===== config.mk =====
export PLATFORM = sky130hd
export DESIGN_NAME = exp3_unidade_controle
export DESIGN_NICKNAME = d
export VERILOG_FILES = /design/src/rtl/exp3_unidade_controle.sv
export SDC_FILE = /design/constraint.sdc
export NUM_CORES = 1
export LEC_CHECK = 0
export ABC_AREA = 1
export BUFFER_PORTS_ARGS = -buffer_cell sky130_fd_sc_hd__buf_4
export CORE_MARGIN = 2
export CORE_UTILIZATION = 55
export CTS_CLUSTER_DIAMETER = 60
export DETAILED_ROUTE_END_ITERATION = 8
export MAX_ROUTING_LAYER = met4
export PLACE_DENSITY = 0.75
export SLEW_MARGIN = 20
export SYNTH_ARGS = -nofsm -noshare
export SYNTH_HDL_FRONTEND = slang
export SYNTH_SLANG_ARGS = --single-unit
export TNS_END_PERCENT = 50

===== constraint.sdc =====
create_clock -name clock -period 1.6 [get_ports clock]
set_input_delay 0.32 -clock clock [delete_from_list [all_inputs] [get_ports clock]]
set_output_delay 0.32 -clock clock [all_outputs]
set_load 0.01 [all_outputs]

===== src/rtl/exp3_unidade_controle.sv =====
// rtl/exp3_unidade_controle.sv - Moore control unit sequencing one exp3 game round
//
// Purpose:
//   Drives the exp3 datapath (address counter, switch register, sync ROM,
//   comparator) through a round: clear, wait for a play, latch the switches,
//   compare against memory, advance the address. The round ends in a win
//   after the 16th correct entry, a loss on the first mismatch, or a timeout
//   when a play takes too long.
//
// Parameters:
//   TIMEOUT_CYCLES  clock cycles allowed in ESPERA before timing out (>= 2)
//   TW              width of the internal timeout counter
//
// Ports:
//   clock               in   system clock, rising edge
//   reset               in   asynchronous reset, active-low
//   iniciar             in   start / restart a round (level)
//   jogada              in   play strobe, rising edge counts
//   chavesIgualMemoria  in   comparator result (register == ROM)
//   fimC                in   counter rco, 1 at address 15
//   zeraC               out  clear address counter
//   contaC              out  increment address counter
//   zeraR               out  clear switch register
//   registraR           out  load switch register
//   pronto              out  round finished (any end state)
//   acertou             out  round won
//   errou               out  round lost by mismatch
//   timeout             out  round lost by timeout
//   db_estado           out  current state code (debug)

module exp3_unidade_controle #(
    parameter int TIMEOUT_CYCLES = 5000,
    parameter int TW             = $clog2(TIMEOUT_CYCLES)
) (
    input  logic       clock,
    input  logic       reset,
    input  logic       iniciar,
    input  logic       jogada,
    input  logic       chavesIgualMemoria,
    input  logic       fimC,
    output logic       zeraC,
    output logic       contaC,
    output logic       zeraR,
    output logic       registraR,
    output logic       pronto,
    output logic       acertou,
    output logic       errou,
    output logic       timeout,
    output logic [3:0] db_estado
);

    // State codes double as the debug display value.
    typedef enum logic [3:0] {
        INICIAL     = 4'h0,
        PREPARACAO  = 4'h1,
        ESPERA      = 4'h2,
        REGISTRA    = 4'h4,
        COMPARACAO  = 4'h5,
        PROXIMO     = 4'h6,
        FIM_ACERTOU = 4'hA,
        FIM_TIMEOUT = 4'hD,
        FIM_ERROU   = 4'hE
    } t_estado;

    t_estado         r_estado;
    t_estado         w_proximo;
    logic            r_jogada_d;
    logic [TW-1:0]   r_timer;
    logic            w_play_edge;
    logic            w_timer_fim;

    // A held jogada produces a single edge; the delayed copy updates every
    // cycle regardless of state, so an edge seen outside ESPERA is consumed
    // and never replayed later.
    assign w_play_edge = jogada & ~r_jogada_d;
    assign w_timer_fim = (r_timer == TW'(TIMEOUT_CYCLES - 1));

    always_ff @(posedge clock or negedge reset) begin
        if (!reset) begin
            r_estado   <= INICIAL;
            r_jogada_d <= 1'b0;
            r_timer    <= '0;
        end else begin
            r_estado   <= w_proximo;
            r_jogada_d <= jogada;
            // Timer only runs while waiting for a play; any other state
            // rearms it, so each play gets the full window.
            if (r_estado == ESPERA) begin
                r_timer <= r_timer + TW'(1);
            end else begin
                r_timer <= '0;
            end
        end
    end

    always_comb begin
        w_proximo = r_estado;
        case (r_estado)
            INICIAL: begin
                if (iniciar) begin
                    w_proximo = PREPARACAO;
                end
            end
            PREPARACAO: begin
                w_proximo = ESPERA;
            end
            ESPERA: begin
                // A play arriving on the last timer cycle still counts.
                if (w_play_edge) begin
                    w_proximo = REGISTRA;
                end else if (w_timer_fim) begin
                    w_proximo = FIM_TIMEOUT;
                end
            end
            REGISTRA: begin
                w_proximo = COMPARACAO;
            end
            COMPARACAO: begin
                if (!chavesIgualMemoria) begin
                    w_proximo = FIM_ERROU;
                end else if (fimC) begin
                    w_proximo = FIM_ACERTOU;
                end else begin
                    w_proximo = PROXIMO;
                end
            end
            PROXIMO: begin
                w_proximo = ESPERA;
            end
            FIM_ACERTOU, FIM_TIMEOUT, FIM_ERROU: begin
                if (iniciar) begin
                    w_proximo = PREPARACAO;
                end
            end
            default: begin
                w_proximo = INICIAL;
            end
        endcase
    end

    always_comb begin
        zeraC     = 1'b0;
        contaC    = 1'b0;
        zeraR     = 1'b0;
        registraR = 1'b0;
        pronto    = 1'b0;
        acertou   = 1'b0;
        errou     = 1'b0;
        timeout   = 1'b0;
        case (r_estado)
            PREPARACAO: begin
                zeraC = 1'b1;
                zeraR = 1'b1;
            end
            REGISTRA: begin
                registraR = 1'b1;
            end
            PROXIMO: begin
                contaC = 1'b1;
            end
            FIM_ACERTOU: begin
                pronto  = 1'b1;
                acertou = 1'b1;
            end
            FIM_TIMEOUT: begin
                pronto  = 1'b1;
                timeout = 1'b1;
            end
            FIM_ERROU: begin
                pronto = 1'b1;
                errou  = 1'b1;
            end
            default: begin
            end
        endcase
    end

    assign db_estado = r_estado;

endmodule


==> flow_summary.json <==
{
  "period_share": 0.988,
  "max_freq_mhz": 632,
  "final_core_util": 0.675,
  "cts-buffers-inserted": 3,
  "synth_edf_count": 0,
  "grt_max_degree": 19,
  "place_congestion": 0.897,
  "clock_skew_ps": 3.01,
  "totalWireLength_mm": 2.23,
  "htreeDepth": 1,
  "busiest_layer": "met2",
  "first_global_vias": 910,
  "synth_ff_type": "dfrtp_1",
  "initial_utilization": 0.574,
  "status": "finished clean",
  "path_cells": "inv_2 > nand2_1 > nor3_1 > buf_4",
  "final_layout_size_suffix_gt1_frac": 0.327,
  "cts.sinks": 18,
  "final_cell_mix": "nand2_1, nor2_1, buf_4",
  "rsz0062_at_grt": "yes",
  "clock_latency_ps": 280,
  "syn_nets": 155,
  "grtUsageTotal": 0.211,
  "hold_viol_final": 0,
  "synth-seq-area-share": 0.404,
  "die_y_um": 49.0,
  "port_buffers": 17,
  "io_pins": 18,
  "cts_setup_buffers": 0,
  "dp_hpwl_mm": 1.67,
  "crit_path_end_kind": "primary output",
  "critPathLaunchType": "flip-flop",
  "dr.pass1.iters": 4,
  "slowest_delay_ps": 470,
  "cap_violations": 0,
  "overflow": 0,
  "async_flop_share": 1.00,
  "path_class": "flip-flop to primary output",
  "worst_pin_slew_ps": 231,
  "rows": 16,
  "die_width_um": 49.0,
  "grt_util_met2": 0.313,
  "ys_ff_latch": 18,
  "remaining_drc_errors": 0,
  "core_area_um2": 1940,
  "stdcell_count": 195,
  "multi_input_area_um2": 577,
  "diodes": 0,
  "via_per_inst": 5.10,
  "worstHoldPathType": "primary input to flip-flop",
  "drtAntennaViolNets": 0,
  "syn2layout_area_growth_pct": 17.6,
  "crit_arrival_ps": 1260,
  "clockBufferDepth": 2,
  "wire_per_inst_um": 11.4,
  "root_buffer": "clkbuf_4",
  "ir_drop_v": 0.000874,
  "critical_path.top_delay_family": "flip-flops",
  "period_minus_slack_ps": 1580,
  "setup_ws_ps": 18.5,
  "syn_avg_cell_area_um2": 7.53,
  "critPathRequiredTime_ps": 1280,
  "die_area_um2": 2400,
  "dp_slack_ps": 267,
  "fin_nets": 177,
  "slew_viol_final": 0,
  "yosys.cell_types.count": 27,
  "grt.met1_usage": 0.294,
  "syn-cell-area_um2": 1110,
  "place_inst": 191,
  "path_max_fanout": 7,
  "p_per_area_nw_per_um2": 1190,
  "worst_hold_slack_ps": 150,
  "cts_tree": "yes",
  "finalSetupViolCount": 0,
  "ys_warn_count": 0,
  "met3_usage": 0.0552,
  "path_buf_inv": 2,
  "grt_antenna_before_repair": 0,
  "maxSlewHeadroom": 0.845,
  "p_leak_nw": 0.632,
  "critPathSlowestCell": "dfrtp_2",
  "grt_pass1_wl_mm": 3.83,
  "final_common_cell": "nand2_1",
  "syn_inst": 148,
  "seq_area_um2": 455,
  "first_iter_violations": 24,
  "n_fill_cell": 171,
  "clkTransAtPathRegs_ps": 90,
  "via_count": 994
}
-- cells in the mapped netlist, types with 2 or more instances --
cell	instances	area (um2)
nor2_2	3	18.8
nor3_1	2	10.0
xor2_1	2	17.5
a21oi_2	3	26.3
a21oi_1	3	15.0
nand2_4	3	33.8
nand2_2	2	12.5
nand2_1	39	146
nand3_2	4	40.0
o21ai_2	3	26.3
nor2_1	24	90.1
dfrtp_1	18	450
inv_1	13	48.8
inv_2	5	18.8
nand3_1	12	60.1
-- cell families after synthesis --
group | count (synthesis) | synth area share
flops | 18 | 0.404
buf+inv | 22 | 0.0831
fa+ha+maj | 1 | 0.0112
simple gates | 93 | 0.409
compound gates | 11 | 0.0696
xor+xnor | 3 | 0.0236
-- flip-flops by register name (all words and copies together), names as in the netlist --
name and cells:
db_estado 4, r_jogada_d 1, r_timer 13
-- per-layer routing --
metal	share of wire	vias up
met5	0	-
met2	0.45	18
met1	0.50	468
met3	0.046	2
li1	-	506
met4	0.0049	0
-- final timing paths --
path	cells after the start	startpoint	slack (ps)	to
setup / recovery	4	db_estado[1]	20	zeraC
min in group asynchronous	2	reset	440	r_timer[8]
hold reg to reg	3	r_timer[11]	530	r_timer[11]
hold / removal	1	jogada	150	r_jogada_d
setup reg to reg	6	r_timer[0]	250	r_timer[6]
max in group asynchronous	2	reset	950	db_estado[3]
-- worst register-to-register path, stage by stage (launching register included) --
cell and delay, ps:
dfrtp_1 430, ha_1 190, nand2_1 110, nor2_4 190, nand3_1 140, o21ai_2 130, a21oi_1 50
-- report_power, final --
part | internal, mW | total, mW | leakage [nW] | switching (mW)
clock network | 0.0874 | 0.210 | 0.0138 | 0.122
logic | 0.283 | 0.730 | 0.380 | 0.447
registers | 0.520 | 0.623 | 0.239 | 0.103
-- what timing repair did --
action,CTS,global route
hold buffers,1,0
endpoints found under the hold margin,18,0
gates resized for setup,1,6
setup endpoints to repair,2,7
-- stage by stage --
| stage | total power [mW] | instance area (um2) | TNS (ps) |
|---|---|---|---|
| 2_1_floorplan | 1.10 | 1110 | 0 |
| 3_3_place_gp | 1.31 | 1270 | 0 |
| 3_5_place_dp | 1.33 | 1270 | 0 |
| 4_1_cts | 1.55 | 1300 | 0 |
| 5_1_grt | 1.67 | 1310 | -312 |
| 6_report | 1.56 | 1310 | 0 |
-- final cells by class --
cell class / instances / area share
Clock buffer: 3 / 0.0172
Inverter: 21 / 0.0649
Multi-Input combinational cell: 108 / 0.440
Sequential cell: 18 / 0.347
Tap cell: 27 / 0.0258
Timing Repair Buffer: 18 / 0.105
Note: power is estimated with default switching activity, not from simulation.
